==> src/rtl/ahb_sub_pkg.sv <==
// rtl/ahb_sub_pkg.sv - shared AHB-Lite types and constants for the register bank
package ahb_sub_pkg;

  typedef enum logic [1:0] {
    HTRANS_IDLE   = 2'b00,
    HTRANS_BUSY   = 2'b01,
    HTRANS_NONSEQ = 2'b10,
    HTRANS_SEQ    = 2'b11
  } htrans_t;

  localparam logic HRESP_OKAY  = 1'b0;
  localparam logic HRESP_ERROR = 1'b1;

  localparam logic [2:0] HSIZE_BYTE  = 3'd0;
  localparam logic [2:0] HSIZE_HALF  = 3'd1;
  localparam logic [2:0] HSIZE_WORD  = 3'd2;
  localparam logic [2:0] HSIZE_DWORD = 3'd3;

  typedef enum logic [1:0] {
    ST_IDLE,
    ST_WAIT,
    ST_ERR1,
    ST_ERR2
  } state_t;

endpackage

==> src/rtl/ahb_lite_sub_regbank_if.sv <==
// rtl/ahb_lite_sub_regbank_if.sv - AHB-Lite subordinate bus bundle with master/slave views
interface ahb_lite_sub_regbank_if
  import ahb_sub_pkg::*;
#(
  parameter int DATA_W = 32
);
  logic                HSEL;
  logic [31:0]         HADDR;
  htrans_t             HTRANS;
  logic [2:0]          HSIZE;
  logic                HWRITE;
  logic [DATA_W-1:0]   HWDATA;
  logic [DATA_W/8-1:0] HWSTRB;
  logic                HREADY;
  logic [2:0]          HBURST;
  logic [6:0]          HPROT;
  logic                HMASTLOCK;
  logic [DATA_W-1:0]   HRDATA;
  logic                HREADYOUT;
  logic                HRESP;

  modport master (
    output HSEL, HADDR, HTRANS, HSIZE, HWRITE, HWDATA, HWSTRB, HREADY,
           HBURST, HPROT, HMASTLOCK,
    input  HRDATA, HREADYOUT, HRESP
  );

  modport slave (
    input  HSEL, HADDR, HTRANS, HSIZE, HWRITE, HWDATA, HWSTRB, HREADY,
           HBURST, HPROT, HMASTLOCK,
    output HRDATA, HREADYOUT, HRESP
  );
endinterface

==> src/rtl/ahb_sub_bytemask.sv <==
// rtl/ahb_sub_bytemask.sv - byte-lane write mask from size/address; ANDed with strobes under AHB_SUB_WSTRB_EN
module ahb_sub_bytemask #(
  parameter  int DATA_W = 32,
  localparam int NB     = DATA_W / 8,
  localparam int AW     = $clog2(NB)
) (
  input  logic [2:0]    size,
  input  logic [AW-1:0] addr_lo,
  input  logic [NB-1:0] strb,
  output logic [NB-1:0] mask
);

  logic [NB-1:0] lane;

  // Lanes covered by a naturally aligned transfer of 2**size bytes at addr_lo.
  always_comb begin
    lane = '0;
    for (int i = 0; i < NB; i++) begin
      if (i >= int'(addr_lo) && i < int'(addr_lo) + (1 << size)) begin
        lane[i] = 1'b1;
      end
    end
  end

`ifdef AHB_SUB_WSTRB_EN
  assign mask = lane & strb;
`else
  logic unused_strb;
  assign unused_strb = ^strb;
  assign mask = lane;
`endif

endmodule

==> src/rtl/ahb_lite_sub_regbank.sv <==
// rtl/ahb_lite_sub_regbank.sv - AHB-Lite RW register bank with wait states and two-cycle ERROR
// Optional strobe gating of write lanes: AHB_SUB_WSTRB_EN.
module ahb_lite_sub_regbank
  import ahb_sub_pkg::*;
#(
  parameter int                DATA_W      = 32,
  parameter int                NREG        = 8,
  parameter int                WAIT_STATES = 0,
  parameter logic [DATA_W-1:0] RESET_VAL   = '0
) (
  input  logic                   HCLK,
  input  logic                   HRESETn,
  ahb_lite_sub_regbank_if.slave  bus,
  output logic [NREG*DATA_W-1:0] regs_o,
  output logic [NREG-1:0]        wr_pulse_o
);

  localparam int NB    = DATA_W / 8;
  localparam int AW    = $clog2(NB);
  localparam int IDX_W = $clog2(NREG);

  state_t            state, next_state, nxt_xfer;
  logic [1:0]        wait_cnt;
  logic              last_cyc, accept, take, addr_err, commit;
  logic [31:0]       word_idx;
  logic [AW-1:0]     lo_mask;
  logic              d_write;
  logic [IDX_W-1:0]  d_idx;
  logic [2:0]        d_size;
  logic [AW-1:0]     d_lo;
  logic [NB-1:0]     lane_mask;
  logic [DATA_W-1:0] regs [NREG];

  logic unused_ok;
  assign unused_ok = ^{bus.HBURST, bus.HPROT, bus.HMASTLOCK};

  // Address-phase decode and error classification.
  assign accept   = bus.HSEL && bus.HREADY &&
                    (bus.HTRANS == HTRANS_NONSEQ || bus.HTRANS == HTRANS_SEQ);
  assign word_idx = bus.HADDR >> AW;
  assign lo_mask  = AW'((32'd1 << bus.HSIZE) - 32'd1);
  assign addr_err = (bus.HSIZE > 3'(AW)) ||
                    (|(bus.HADDR[AW-1:0] & lo_mask)) ||
                    (word_idx >= 32'(NREG));

  assign last_cyc = (state == ST_WAIT) && (wait_cnt == 2'(WAIT_STATES));
  // A new address phase is only sampled when this slave is not stalling the bus.
  assign take     = accept && (state == ST_IDLE || state == ST_ERR2 || last_cyc);
  assign commit   = last_cyc && d_write;

  always_ff @(posedge HCLK) begin
    if (!HRESETn) state <= ST_IDLE;
    else          state <= next_state;
  end

  always_comb begin
    nxt_xfer   = take ? (addr_err ? ST_ERR1 : ST_WAIT) : ST_IDLE;
    next_state = state;
    case (state)
      ST_IDLE: next_state = nxt_xfer;
      ST_WAIT: next_state = last_cyc ? nxt_xfer : ST_WAIT;
      ST_ERR1: next_state = ST_ERR2;
      ST_ERR2: next_state = nxt_xfer;
      default: next_state = ST_IDLE;
    endcase
  end

  always_comb begin
    bus.HREADYOUT = 1'b1;
    bus.HRESP     = HRESP_OKAY;
    bus.HRDATA    = '0;
    case (state)
      ST_WAIT: begin
        bus.HREADYOUT = last_cyc;
        if (!d_write) bus.HRDATA = regs[d_idx];
      end
      ST_ERR1: begin
        bus.HREADYOUT = 1'b0;
        bus.HRESP     = HRESP_ERROR;
      end
      ST_ERR2: bus.HRESP = HRESP_ERROR;
      default: ;
    endcase
  end

  always_ff @(posedge HCLK) begin
    if (!HRESETn)                      wait_cnt <= '0;
    else if (state == ST_WAIT && !last_cyc) wait_cnt <= wait_cnt + 2'd1;
    else                               wait_cnt <= '0;
  end

  always_ff @(posedge HCLK) begin
    if (!HRESETn) begin
      d_write <= 1'b0;
      d_idx   <= '0;
      d_size  <= '0;
      d_lo    <= '0;
    end else if (take) begin
      d_write <= bus.HWRITE;
      d_idx   <= word_idx[IDX_W-1:0];
      d_size  <= bus.HSIZE;
      d_lo    <= bus.HADDR[AW-1:0];
    end
  end

  ahb_sub_bytemask #(.DATA_W(DATA_W)) u_bytemask (
    .size    (d_size),
    .addr_lo (d_lo),
    .strb    (bus.HWSTRB),
    .mask    (lane_mask)
  );

  always_ff @(posedge HCLK) begin
    if (!HRESETn) begin
      for (int k = 0; k < NREG; k++) regs[k] <= RESET_VAL;
      wr_pulse_o <= '0;
    end else begin
      wr_pulse_o <= '0;
      if (commit) begin
        wr_pulse_o[d_idx] <= 1'b1;
        for (int b = 0; b < NB; b++) begin
          if (lane_mask[b]) regs[d_idx][8*b +: 8] <= bus.HWDATA[8*b +: 8];
        end
      end
    end
  end

  for (genvar k = 0; k < NREG; k++) begin : g_flat
    assign regs_o[k*DATA_W +: DATA_W] = regs[k];
  end

endmodule

==> src/flat_wrapper.sv <==
// flat-port wrapper written by rule: the top's interface ports become plain ports
module ahb_lite_sub_regbank_flat import ahb_sub_pkg::*;
#(
  parameter int                DATA_W      = 32,
  parameter int                NREG        = 8,
  parameter int                WAIT_STATES = 0,
  parameter logic [DATA_W-1:0] RESET_VAL   = '0
)
  (HCLK, HRESETn, regs_o, wr_pulse_o, bus_HSEL, bus_HADDR, bus_HTRANS, bus_HSIZE, bus_HWRITE, bus_HWDATA, bus_HWSTRB, bus_HREADY, bus_HBURST, bus_HPROT, bus_HMASTLOCK, bus_HRDATA, bus_HREADYOUT, bus_HRESP);
  ahb_lite_sub_regbank_if #(.DATA_W(DATA_W)) bus_i ();
  input  logic HCLK;
  input  logic HRESETn;
  output logic [NREG*DATA_W-1:0] regs_o;
  output logic [NREG-1:0] wr_pulse_o;
  input wire logic [$bits(bus_i.HSEL)-1:0] bus_HSEL;
  input wire logic [$bits(bus_i.HADDR)-1:0] bus_HADDR;
  input wire logic [$bits(bus_i.HTRANS)-1:0] bus_HTRANS;
  input wire logic [$bits(bus_i.HSIZE)-1:0] bus_HSIZE;
  input wire logic [$bits(bus_i.HWRITE)-1:0] bus_HWRITE;
  input wire logic [$bits(bus_i.HWDATA)-1:0] bus_HWDATA;
  input wire logic [$bits(bus_i.HWSTRB)-1:0] bus_HWSTRB;
  input wire logic [$bits(bus_i.HREADY)-1:0] bus_HREADY;
  input wire logic [$bits(bus_i.HBURST)-1:0] bus_HBURST;
  input wire logic [$bits(bus_i.HPROT)-1:0] bus_HPROT;
  input wire logic [$bits(bus_i.HMASTLOCK)-1:0] bus_HMASTLOCK;
  output wire logic [$bits(bus_i.HRDATA)-1:0] bus_HRDATA;
  output wire logic [$bits(bus_i.HREADYOUT)-1:0] bus_HREADYOUT;
  output wire logic [$bits(bus_i.HRESP)-1:0] bus_HRESP;
  assign bus_i.HSEL = bus_HSEL;
  assign bus_i.HADDR = bus_HADDR;
  assign bus_i.HTRANS = bus_HTRANS;
  assign bus_i.HSIZE = bus_HSIZE;
  assign bus_i.HWRITE = bus_HWRITE;
  assign bus_i.HWDATA = bus_HWDATA;
  assign bus_i.HWSTRB = bus_HWSTRB;
  assign bus_i.HREADY = bus_HREADY;
  assign bus_i.HBURST = bus_HBURST;
  assign bus_i.HPROT = bus_HPROT;
  assign bus_i.HMASTLOCK = bus_HMASTLOCK;
  assign bus_HRDATA = bus_i.HRDATA;
  assign bus_HREADYOUT = bus_i.HREADYOUT;
  assign bus_HRESP = bus_i.HRESP;
  ahb_lite_sub_regbank #(.DATA_W(DATA_W), .NREG(NREG), .WAIT_STATES(WAIT_STATES), .RESET_VAL(RESET_VAL)) u_core (.HCLK(HCLK), .HRESETn(HRESETn), .bus(bus_i), .regs_o(regs_o), .wr_pulse_o(wr_pulse_o));
endmodule
==> config.mk <==
export PLATFORM = sky130hd
export DESIGN_NAME = ahb_lite_sub_regbank_flat
export DESIGN_NICKNAME = d
export VERILOG_FILES = /design/src/rtl/ahb_sub_pkg.sv /design/src/rtl/ahb_lite_sub_regbank_if.sv /design/src/rtl/ahb_sub_bytemask.sv /design/src/rtl/ahb_lite_sub_regbank.sv /design/src/flat_wrapper.sv
export SDC_FILE = /design/constraint.sdc
export NUM_CORES = 1
export LEC_CHECK = 0
export ABC_AREA = 1
export BUFFER_PORTS_ARGS = -buffer_cell sky130_fd_sc_hd__buf_4
export CAP_MARGIN = 20
export CORE_ASPECT_RATIO = 1.75
export CORE_MARGIN = 8
export CORE_UTILIZATION = 40
export CTS_CLUSTER_SIZE = 8
export DETAILED_ROUTE_END_ITERATION = 7
export PLACE_DENSITY = 0.68
export SYNTH_ARGS = -nofsm -noshare
export SYNTH_HDL_FRONTEND = slang
export SYNTH_SLANG_ARGS = --single-unit
==> constraint.sdc <==
create_clock -name HCLK -period 3.4 [get_ports HCLK]
set_input_delay 0.34 -clock HCLK [delete_from_list [all_inputs] [get_ports HCLK]]
set_output_delay 0.34 -clock HCLK [all_outputs]
set_load 0.01 [all_outputs]
# After elaboration in Yosys (flattened, before gate mapping)
# Memory sizes are Yosys's and may differ from the RTL's. A register that Yosys moved wholly into a read port is not among the register bits.
# Index checks and enable logic that the tools add are counted.
[classes]
magnitude_cmp = 11
shifts = 2
reduce_logical = 24
n_mux = 36
bitwise = 1
n_eq_ne = 5
add_sub_neg = 3
[ops]
columns = ["cell", "n"]
rows = [
  ["$mux W32", 3],
  ["$lt A3 B32 Y1 const A", 2],
  ["$add A3 B32 Y32", 1],
  ["$lt A1 B32 Y1 const A", 1],
  ["$lt A2 B32 Y1 const A", 1],
  ["$reduce_or A32 Y1", 1],
  ["$shl A1 B3 Y32 const A", 1],
  ["$ge A30 B4 Y1 const B", 1],
  ["$mux W1", 23],
  ["$logic_and A1 B1 Y1", 10],
  ["$mux W3", 3],
  ["$eq A2 B2 Y1 const B", 4],
  ["$mux W2", 3],
  ["$pmux W2 S3", 1],
  ["$reduce_or A2 Y1", 3],
  ["$logic_or A1 B1 Y1", 5],
  ["$ge A1 B2 Y1 const A", 2],
  ["$logic_not A2 Y1", 2],
  ["$lt A3 B4 Y1 const B", 1],
  ["$mux W4", 1],
  ["$reduce_and A2 Y1", 2],
  ["$demux W1 S3", 1],
  ["$ge A3 B1 Y1 const B", 1],
  ["$gt A3 B2 Y1 const B", 1],
  ["other kinds (8)", 8],
]
[word_totals]
inputBits = 89
elab_cells = 90
n_memories = 1
mem_bits_rw = 256
out_inout_bits = 298
reg_bits = 21
[memory_table]
columns = ["name", "depth", "word_bits", "rd", "rd_ports_with_merged_regs", "write_ports", "line_no", "text"]
rows = [
  ["u_core.regs", 8, 32, 9, 1, 8, "ahb_lite_sub_regbank.sv:32", "logic [DATA_W-1:0] regs [NREG];"],
]

# Depth between registers and ports, before layout
# Gate-level depths: netlist of the first run.
[logic_depth]
ltp_word = 11
depth_mapped = 13

# By module
# A second synthesis of the first run with hierarchy kept.
[unflattened]
hier_cells = 1237
area_unflattened_um2 = 12436.9
[modules_own_cells]
columns = ["mod", "seq_area_each_um2", "n_inst", "area_each_um2", "cells_each"]
rows = [
  ["ahb_lite_sub_regbank", 8167.8, 1, 12296.8, 1211],
  ["ahb_sub_bytemask", 0.0, 1, 140.1, 26],
]

# Least setup slack after synthesis of the first run
# Ideal clock, no wire load.
[synth_timing]
kind = "reg2reg"
startpoint = "register u_core.d_size[1]"
endpoint = "memory u_core.regs[0][16] (enable)"
n_path_buf = 2
stages_incl_launch_ff = 13
arrival_ns = 2.137
setup_ns = 0.329
path_slack_ns = 0.934
path_cell_list = "dfxtp_1 > nor3_1 > ha_1 > fa_1 > inv_1 > a21oi_1 > nand2_2 > or2_1 > buf_4 > o21a_1 > buf_6 > nand3_4 > nand2_1"
[synth_rtl]
columns = ["element", "line_no", "text"]
rows = [
  ["start: declaration", "ahb_lite_sub_regbank.sv:29", "logic [2:0] d_size;"],
  ["start signal: assignment", "ahb_lite_sub_regbank.sv:101", "d_size <= bus.HSIZE;"],
  ["end: declaration", "ahb_lite_sub_regbank.sv:32", ""],
]

==> impl_metrics.json, run 1 <==
{
  "vias_per_cell": 5.40,
  "yosys_warnings": 0,
  "areaGrowthSynthToFinish_pct": 34.6,
  "static-leakage-power_uw": 0.00715,
  "end_kind": "output pin",
  "worst_slew_pin_slew_ns": 0.655,
  "post-route-min-period_ns": 2.94,
  "yosysMostFrequentCell": "nor2_1",
  "power.total_uw": 8420,
  "r2r_cells": 11,
  "max-vdd-ir-drop_mv": 0.400,
  "initial_core_util_pct": 40.2,
  "dr.pass1.iters": 5,
  "r2r_start": "u_core.d_size[1]",
  "cts_setup_buffers": 0,
  "cts_hold_buffers": 0,
  "skew_ns": 0.0210,
  "worstHoldPathType": "in2reg",
  "ys_types": 33,
  "cts_tree": "yes",
  "die_w_um": 150,
  "cp-endpoint": "bus_HRDATA[22]",
  "cts_resized": 0,
  "grt_max_degree": 129,
  "ys_ff_latch": 280,
  "routedWlPerCell_um": 22.2,
  "hold-worst-slack_ns": 0.0509,
  "rsz0062_at_grt": "false",
  "synth_largest_area_cell": "edfxtp_1",
  "gr-total-overflow": 0,
  "final_nets": 1711,
  "cp_data_arrival_time_ns": 2.60,
  "seqCellArea_sq_um": 8170,
  "syn-cell-area_sq_um": 12500,
  "fillCellCount": 2822,
  "max_freq_mhz": 341,
  "antenna_found_initial": 0,
  "drcViolationCount": 0,
  "synth-edff-count": 256,
  "syn_nets": 1336,
  "die-area_sq_um": 37500,
  "post_dp_cell_area_sq_um": 15800,
  "p_per_area_nw_per_um2": 499,
  "final_antenna_net_count": 0,
  "cp_max_fo": 52,
  "ys.flop_type": "edfxtp_1",
  "gp_congestion": 0.902,
  "grt_pass1_wl_um": 65800,
  "grtUsageTotal_pct": 23.1,
  "fin_crit_sh_pct": 86.3,
  "drv_cap": 0,
  "insertion_delay_ns": 0.52,
  "num_rows": 86,
  "ys_top_cells_by_area": "edfxtp_1 61%, nor2_1 14%, o21ai_0 6.7%, dfxtp_1 3.8%, nand2_1 1.6%",
  "grt_pass1_vias": 11006,
  "clockBufferDepth": 3,
  "r2r-end": "u_core.regs[3][18]",
  "setup_viol": 0,
  "vias": 10947,
  "cts_made_buffers": 40,
  "core_area_sq_um": 31200,
  "path_clk_slew_ns": 0.05,
  "maxSlewViolCount": 0,
  "cts_sinks": 280,
  "hpwl_um": 33000,
  "critPathRequiredTime_ns": 3.06,
  "synth_commonest_cells": "480 x nor2_1, 256 x edfxtp_1, 168 x o21ai_0",
  "drt-initial-drc-count": 805,
  "final_util_pct": 54.1,
  "startpoint_type": "register",
  "crit_type": "reg2out",
  "design_area_sq_um": 16900,
  "synth_top_area_share_pct": 61.3,
  "maxSlewHeadroom_pct": 56.1,
  "syn_avg_cell_area_sq_um": 10.1,
  "die_h_um": 250,
  "routed_wl_um": 44900,
  "htree_levels": 2,
  "multiInputGateArea_sq_um": 3890,
  "hold_viol_final": 0,
  "regToRegSetupSlack_ns": 0.60,
  "cts_root_buffer": "clkbuf_16",
  "syn_inst": 1240,
  "final_layout_size_suffix_gt1_share_pct": 29.1,
  "async_reset_ff_share_pct": 0,
  "tns_ns": 0,
  "numPortBuffers": 370,
  "seq_area_frac_synth_pct": 65.2,
  "outcome": "finished, final reports clean",
  "io_pins": 387,
  "num_antenna_cells": 0
}
worst min-delay path by stage:
stage                            start  cells after the start  slack (ns)                 end
floorplan           u_core.wait_cnt[0]                      1        0.39  u_core.wait_cnt[0]
global placement    u_core.wait_cnt[0]                      1        0.40  u_core.wait_cnt[0]
detailed placement  u_core.wait_cnt[0]                      1        0.42  u_core.wait_cnt[0]
CTS                         bus_HWRITE                      3        0.03      u_core.d_write
global route                bus_HWRITE                      3        0.05      u_core.d_write
finish                      bus_HWRITE                      3        0.05      u_core.d_write
final cells by class:
cell class	instances	share of cell area (%)
clock buffer	57	6.44
inverter	55	1.23
multi-input combinational	843	23.1
sequential	280	48.4
tap	396	2.94
timing repair buffer	395	17.9
layout by cell type, fill, tap and decap left out, drive strengths merged:
| master | instances |
|---|---|
| nand3 | 22 |
| fa | 1 |
| edfxtp | 256 |
| or2 | 2 |
| buf | 395 |
| nor2 | 481 |
| a31oi | 32 |
| nand4 | 2 |
| and3 | 1 |
| o21a | 2 |
| o21ai | 171 |
| nor4 | 8 |
| inv | 53 |
| o22ai | 32 |
| nand2 | 63 |
| ha | 6 |
| clkinv | 2 |
| nor3 | 11 |
| a21oi | 9 |
| clkbuf | 57 |
| dfxtp | 24 |
sequential cells by signal, summed over array words and instances, names as in the netlist, named ones only:
name               count
u_core.d_lo            2
u_core.d_size          3
u_core.wait_cnt        2
u_core.d_write         1
u_core.wr_pulse_o      8
u_core.state           2
u_core.regs          256
u_core.d_idx           3
power by group:
group / switching, uW / leakage (uW) / internal (uW)
Combinational: 566 / 0.00379 / 337
Sequential: 97.9 / 0.00284 / 3870
Clock: 1370 / 0.000524 / 2170
metrics by stage:
stage,std cells,setup slack (ns)
2_1_floorplan,1240,0.934
3_3_place_gp,1969,0.706
3_5_place_dp,1969,0.623
4_1_cts,2026,0.506
5_1_grt,2026,0.326
6_report,2026,0.464
critical path: stages, from the launching register on:
cell	delay, ns
dfxtp_4	0.36
clkinv_2	0.48
buf_12	0.40
o21ai_0	0.18
o22ai_1	0.08
o21ai_0	0.30
a31oi_1	0.07
buf_4	0.19
layer usage:
layer | share of wire [%] | track usage [%] | vias up
li1 | - | - | 5029
met1 | 34 | 23.9 | 5276
met2 | 53 | 41.8 | 510
met3 | 6.9 | 4.54 | 132
met4 | 5.8 | 13.9 | 0
met5 | 0 | 0 | -
cell families (layout without fill, tap and decap cells):
kind of cell | count (synthesis) | after routing | synth area share (%)
flip-flops | 280 | 280 | 65.2
buffers and inverters | 117 | 507 | 3.76
AND/OR/NAND/NOR | 590 | 590 | 19.7
adder cells (fa/ha/maj) | 7 | 7 | 0.759
AO/OA/AOI/OAI | 246 | 246 | 10.6
No activity file was read; power rests on OpenSTA's default activity.
==> run 2: changes to the inputs <==
Settings changed: SYNTH_HIERARCHICAL set to 1.
==> run 2 against run 1 <==
Net effect: critical path depth down 1; count of clock-buffer cells in the layout increased by 8; cell area down 0.87%; via count decreased by 1.3%; first-iteration DRC count is 24% higher; power hardly changed; setup slack worse by 0.17 ns; combinational power shrank 5.3%; flip-flop and latch count unchanged; highest routed layer unchanged.
==> impl_metrics.json, run 2 <==
{
  "grtUsageTotal_pct": 23.4,
  "hold_viol_final": 0,
  "syn-cell-area_sq_um": 12400,
  "hpwl_um": 33500,
  "rsz0062_at_grt": "false",
  "areaGrowthSynthToFinish_pct": 34.5,
  "top_regs": "u_core/regs x256, u_core/wr_pulse_o x8",
  "syn_inst": 1237,
  "post-route-min-period_ns": 3.10,
  "regMostFlops": "u_core/regs",
  "final_antenna_net_count": 0,
  "critPathTopFamily": "compound AO/OA/AOI/OAI gates",
  "cts_sinks": 280,
  "numPortBuffers": 370,
  "max_stage_delay_ns": 0.73,
  "num_antenna_cells": 0,
  "fin_crit_sh_pct": 91.3,
  "max-vdd-ir-drop_mv": 0.306,
  "die_h_um": 249,
  "clockBufferDepth": 3,
  "seq_area_frac_synth_pct": 65.7,
  "finalWorstSetupSlack_ns": 0.297,
  "worstHoldPathType": "in2reg",
  "slowest_stage": "dfxtp_2",
  "synth_largest_area_cell": "edfxtp_1",
  "yosysMostFrequentCell": "nor2_1",
  "core_area_sq_um": 30700,
  "ys.flop_type": "edfxtp_1",
  "routedWlPerCell_um": 22.3,
  "pre_cts_ws_ns": 0.580,
  "cts_setup_buffers": 0,
  "grt_max_degree": 68,
  "ys_ff_latch": 280,
  "p_per_area_nw_per_um2": 503,
  "cp_max_fo": 38,
  "synth_top_area_share_pct": 61.8,
  "fillCellCount": 2728,
  "critPathRequiredTime_ns": 3.06,
  "worst_slew_pin_slew_ns": 0.985,
  "end_kind": "output pin",
  "cts_made_buffers": 40,
  "post_dp_cell_area_sq_um": 15600,
  "cts_tree": "yes",
  "antenna_found_initial": 0,
  "static-leakage-power_uw": 0.00718,
  "vias": 10800,
  "layout_common_cells": "483 x nor2_1, 384 x buf_4, 256 x edfxtp_1",
  "routed_wl_um": 44900,
  "gr-total-overflow": 0,
  "cts_resized": 0,
  "syn_avg_cell_area_sq_um": 10.1,
  "cts_hold_buffers": 0,
  "critPathBufInv": 2,
  "yosys_warnings": 6,
  "io_pins": 387,
  "gp_congestion": 0.884,
  "tns_ns": 0,
  "drv_cap": 0,
  "startpoint_type": "register",
  "outcome": "finished, final reports clean",
  "final_layout_size_suffix_gt1_share_pct": 28.5,
  "path_clk_slew_ns": 0.04,
  "drt-initial-drc-count": 1002,
  "ys_types": 32,
  "grt_pass1_vias": 11002,
  "initial_core_util_pct": 40.5,
  "final_nets": 1698,
  "synth_commonest_cells": "484 x nor2_1, 256 x edfxtp_1, 169 x o21ai_0",
  "setup_viol": 0,
  "final_util_pct": 54.4,
  "htree_levels": 2,
  "async_reset_ff_share_pct": 0,
  "max_freq_mhz": 322,
  "mostFrequentLayoutCell": "nor2_1",
  "power.total_uw": 8410,
  "dr.pass1.iters": 6,
  "largest_reg_flops": 256,
  "die-area_sq_um": 37200,
  "cp_cell_sequence": "buf_4, o21ai_0, o22ai_1, o21ai_0, a31oi_1, buf_4",
  "num_rows": 85,
  "syn_nets": 1333,
  "design_area_sq_um": 16700,
  "ys_top_cells_by_area": "edfxtp_1 62%, nor2_1 15%, o21ai_0 6.8%, dfxtp_1 3.9%, nand2_1 2.1%",
  "maxSlewViolCount": 0,
  "maxSlewHeadroom_pct": 34.2,
  "insertion_delay_ns": 0.52,
  "cp_data_arrival_time_ns": 2.76,
  "synth-edff-count": 256,
  "grt_pass1_wl_um": 66100,
  "die_w_um": 149,
  "crit_type": "reg2out",
  "cts_root_buffer": "clkbuf_16",
  "vias_per_cell": 5.36,
  "skew_ns": 0.0159,
  "drcViolationCount": 0
}
-- run 2: cell types whose count changed after synthesis, sizes merged, moves of 2 or more --
| cell | delta |
|---|---|
| nand2 | +20 |
| nor3 | -6 |
| buf | +9 |
| clkbuf | -8 |
| nand3 | -14 |
| inv | -2 |
| a21oi | -4 |
| nor2 | +8 |
| nor4 | -5 |
-- run 2: cells by family (layout without fill, tap and decap cells) --
| kind of cell | after synthesis | after routing | share of synthesized area [%] |
|---|---|---|---|
| adder cells (fa/ha/maj) | 7 | 7 | 0.765 |
| AND/OR/NAND/NOR | 592 | 592 | 19.5 |
| flip-flops | 280 | 280 | 65.7 |
| AO/OA/AOI/OAI | 242 | 242 | 10.4 |
| buffers and inverters | 116 | 504 | 3.66 |
-- run 2: power breakdown --
group	switching (uW)	leakage (uW)	internal (uW)
logic	534	0.00380	322
clock network	1350	0.000534	2210
registers	121	0.00284	3870
total	2010	0.00718	6400
-- run 2: final cells by class --
| type | count | area (sq um) | share of cell area [%] |
|---|---|---|---|
| clock buffer | 65 | 1120 | 6.67 |
| inverter | 53 | 203 | 1.21 |
| multi-input combinational | 841 | 3820 | 22.8 |
| sequential | 280 | 8170 | 48.9 |
| tap | 391 | 489 | 2.93 |
| timing repair buffer | 386 | 2920 | 17.5 |
-- run 2: worst reg2reg max path, stage by stage, from the launching register on --
cell and delay, ns:
dfxtp_1 0.38, nor3_1 0.08, ha_1 0.21, fa_1 0.41, inv_1 0.07, a21oi_1 0.09
nand3_1 0.10, nand2_1 0.05, inv_1 0.29, nand2_1 0.33, nand2_1 0.46
-- run 2: layer usage --
layer	vias up	GRT usage [%]	share of wire [%]
li1	4962	-	-
met2	557	43.6	54
met3	121	4.82	7.3
met4	0	11.8	4.6
met5	-	0	0
met1	5160	23.8	34
-- run 2: per-stage QoR --
stage	hold slack [ns]	std cells
finish	0.0924	2016
CTS	0.0678	2016
floorplan	0.391	1237
detailed placement	0.406	1951
global placement	0.398	1951
global route	0.0824	2016
-- run 2: worst paths after layout --
kind,start,end,slack [ns],depth (start not counted)
worst max-delay path,register,bus_HRDATA[1],0.30,6
worst min-delay path,bus_HWRITE,u_core/d_write,0.09,3
worst max register to register,u_core/d_size[2],u_core/regs[1][11],0.56,10
worst min register to register,u_core/wait_cnt[0],u_core/wait_cnt[0],0.41,1
==> run 3: changes to the inputs <==
Settings changed: CAP_MARGIN 20 to unset, PLACE_DENSITY 0.68 to 0.7, SKIP_CTS_REPAIR_TIMING set to 1.
==> run 3 against run 2 <==
Net effect: first-iteration DRC count rose by 8.8%; wire length barely moved; cell area rose by 0.19%; final cell count rose by 0.30%; critical path type unchanged; largest cell class unchanged.
==> impl_metrics.json, run 3 (same netlist as run 2, synthesis figures left out) <==
{
  "drv_cap": 0,
  "die-area_sq_um": 37200,
  "cts_tree": "yes",
  "hold-worst-slack_ns": 0.0889,
  "final_layout_size_suffix_gt1_share_pct": 28.3,
  "holdPathEnd": "u_core/d_size[0]",
  "grt_pass1_vias": 10863,
  "worstHoldPathType": "in2reg",
  "hpwl_um": 33400,
  "cp_cell_sequence": "ha_1, inv_1, nor2_4, o21ai_0, a31oi_1, buf_4",
  "min_path_cells": 3,
  "vias": 10858,
  "startpoint_type": "register",
  "gr-total-overflow": 0,
  "drt-initial-drc-count": 1090,
  "r2r_cells": 7,
  "finalWorstSetupSlack_ns": 0.390,
  "cp_data_arrival_time_ns": 2.67,
  "critPathBufInv": 2,
  "core_area_sq_um": 30700,
  "r2r-end": "u_core/regs[1][29]",
  "gp_congestion": 0.913,
  "io_pins": 387,
  "end_kind": "output pin",
  "top_regs": "u_core/regs x256, u_core/wr_pulse_o x8",
  "post-route-min-period_ns": 3.01,
  "maxSlewHeadroom_pct": 42.5,
  "fin_crit_sh_pct": 88.5,
  "antenna_found_initial": 0,
  "clockBufferDepth": 3,
  "final_antenna_net_count": 0,
  "path_clk_slew_ns": 0.05,
  "htree_levels": 2,
  "tns_ns": 0,
  "maxSlewViolCount": 0,
  "regToRegSetupSlack_ns": 0.58,
  "cts_made_buffers": 40,
  "grt_pass1_wl_um": 66000,
  "rsz0062_at_grt": "false",
  "num_antenna_cells": 0,
  "critPathTopFamily": "simple AND/OR/NAND/NOR gates",
  "crit_type": "reg2out",
  "cts_sinks": 280,
  "max_freq_mhz": 332,
  "dr.pass1.iters": 5,
  "regMostFlops": "u_core/regs",
  "grt_max_degree": 129,
  "routedWlPerCell_um": 22.2,
  "max_stage_delay_ns": 0.66,
  "initial_core_util_pct": 40.5,
  "hold_viol_final": 0,
  "die_h_um": 249,
  "worst_slew_pin_slew_ns": 0.860,
  "num_rows": 85,
  "mostFrequentLayoutCell": "nor2_1",
  "p_per_area_nw_per_um2": 505,
  "critPathRequiredTime_ns": 3.06,
  "static-leakage-power_uw": 0.00719,
  "routed_wl_um": 44900,
  "die_w_um": 149,
  "pre_cts_ws_ns": 0.573,
  "insertion_delay_ns": 0.52,
  "numPortBuffers": 370,
  "cts_root_buffer": "clkbuf_16",
  "worstHoldStart": "bus_HSIZE[0]",
  "outcome": "finished, final reports clean",
  "setup_viol": 0,
  "drcViolationCount": 0,
  "max-vdd-ir-drop_mv": 0.315,
  "areaGrowthSynthToFinish_pct": 34.7,
  "largest_reg_flops": 256,
  "final_util_pct": 54.5,
  "grtUsageTotal_pct": 23.3,
  "final_nets": 1697,
  "vias_per_cell": 5.37,
  "skew_ns": 0.0171,
  "layout_common_cells": "483 x nor2_1, 382 x buf_4, 256 x edfxtp_1",
  "cp.depth": 6,
  "r2r_start": "u_core/state[0]",
  "slowest_stage": "nor2_4",
  "cp_max_fo": 27
}
==> run 3: cell types whose count changed in the layout (fill, tap and decap cells not counted) <==
cell      previous run  this run
buf_12               2         3
buf_4              384       382
clkbuf_1            24        31
==> run 3: stage by stage <==
stage / power (uW) / cell area [sq um] / std cells
floorplan: 4440 / 12400 / 1237
global placement: 4900 / 15600 / 1950
detailed placement: 4910 / 15600 / 1950
CTS: 8520 / 16800 / 2022
global route: 8740 / 16800 / 2022
finish: 8470 / 16800 / 2022
==> run 3: routing by layer <==
metal,global-route usage [%],vias to the layer above,part of all wire [%]
li1,-,4973,-
met4,11.2,0,4.4
met3,4.76,109,8.0
met5,0,-,0
met1,24.1,5164,33
met2,43.1,612,54
==> run 3: power by group <==
| part | switching, uW | total (uW) | internal [uW] |
|---|---|---|---|
| registers | 108 | 3980 | 3870 |
| clock network | 1370 | 3610 | 2240 |
| logic | 547 | 870 | 323 |
==> run 3: worst max-delay path by stage <==
stage                           startpoint                 end
final                      u_core/state[0]      bus_HRDATA[16]
after global routing              register      bus_HRDATA[16]
after CTS                  u_core/state[0]       bus_HRDATA[2]
after detailed placement  u_core/d_size[2]  u_core/regs[6][30]
after global placement    u_core/d_size[2]  u_core/regs[1][28]
after floorplan           u_core/d_size[2]  u_core/regs[1][16]
==> run 3: cell type report <==
| type | count | area (sq um) |
|---|---|---|
| Clock buffer | 72 | 1140 |
| Fill cell | 2741 | 14000 |
| Inverter | 53 | 203 |
| Multi-Input combinational cell | 841 | 3820 |
| Sequential cell | 280 | 8170 |
| Tap cell | 391 | 489 |
| Timing Repair Buffer | 385 | 2930 |
==> run 3: worst reg2reg max path, stage by stage (launching register included) <==
cell and delay (ns):
dfxtp_1 0.36, ha_1 0.22, nand2_1 0.11, inv_2 0.12
nand4_2 0.18, nor3_2 0.68, nand2_1 0.41, nand2_1 0.41
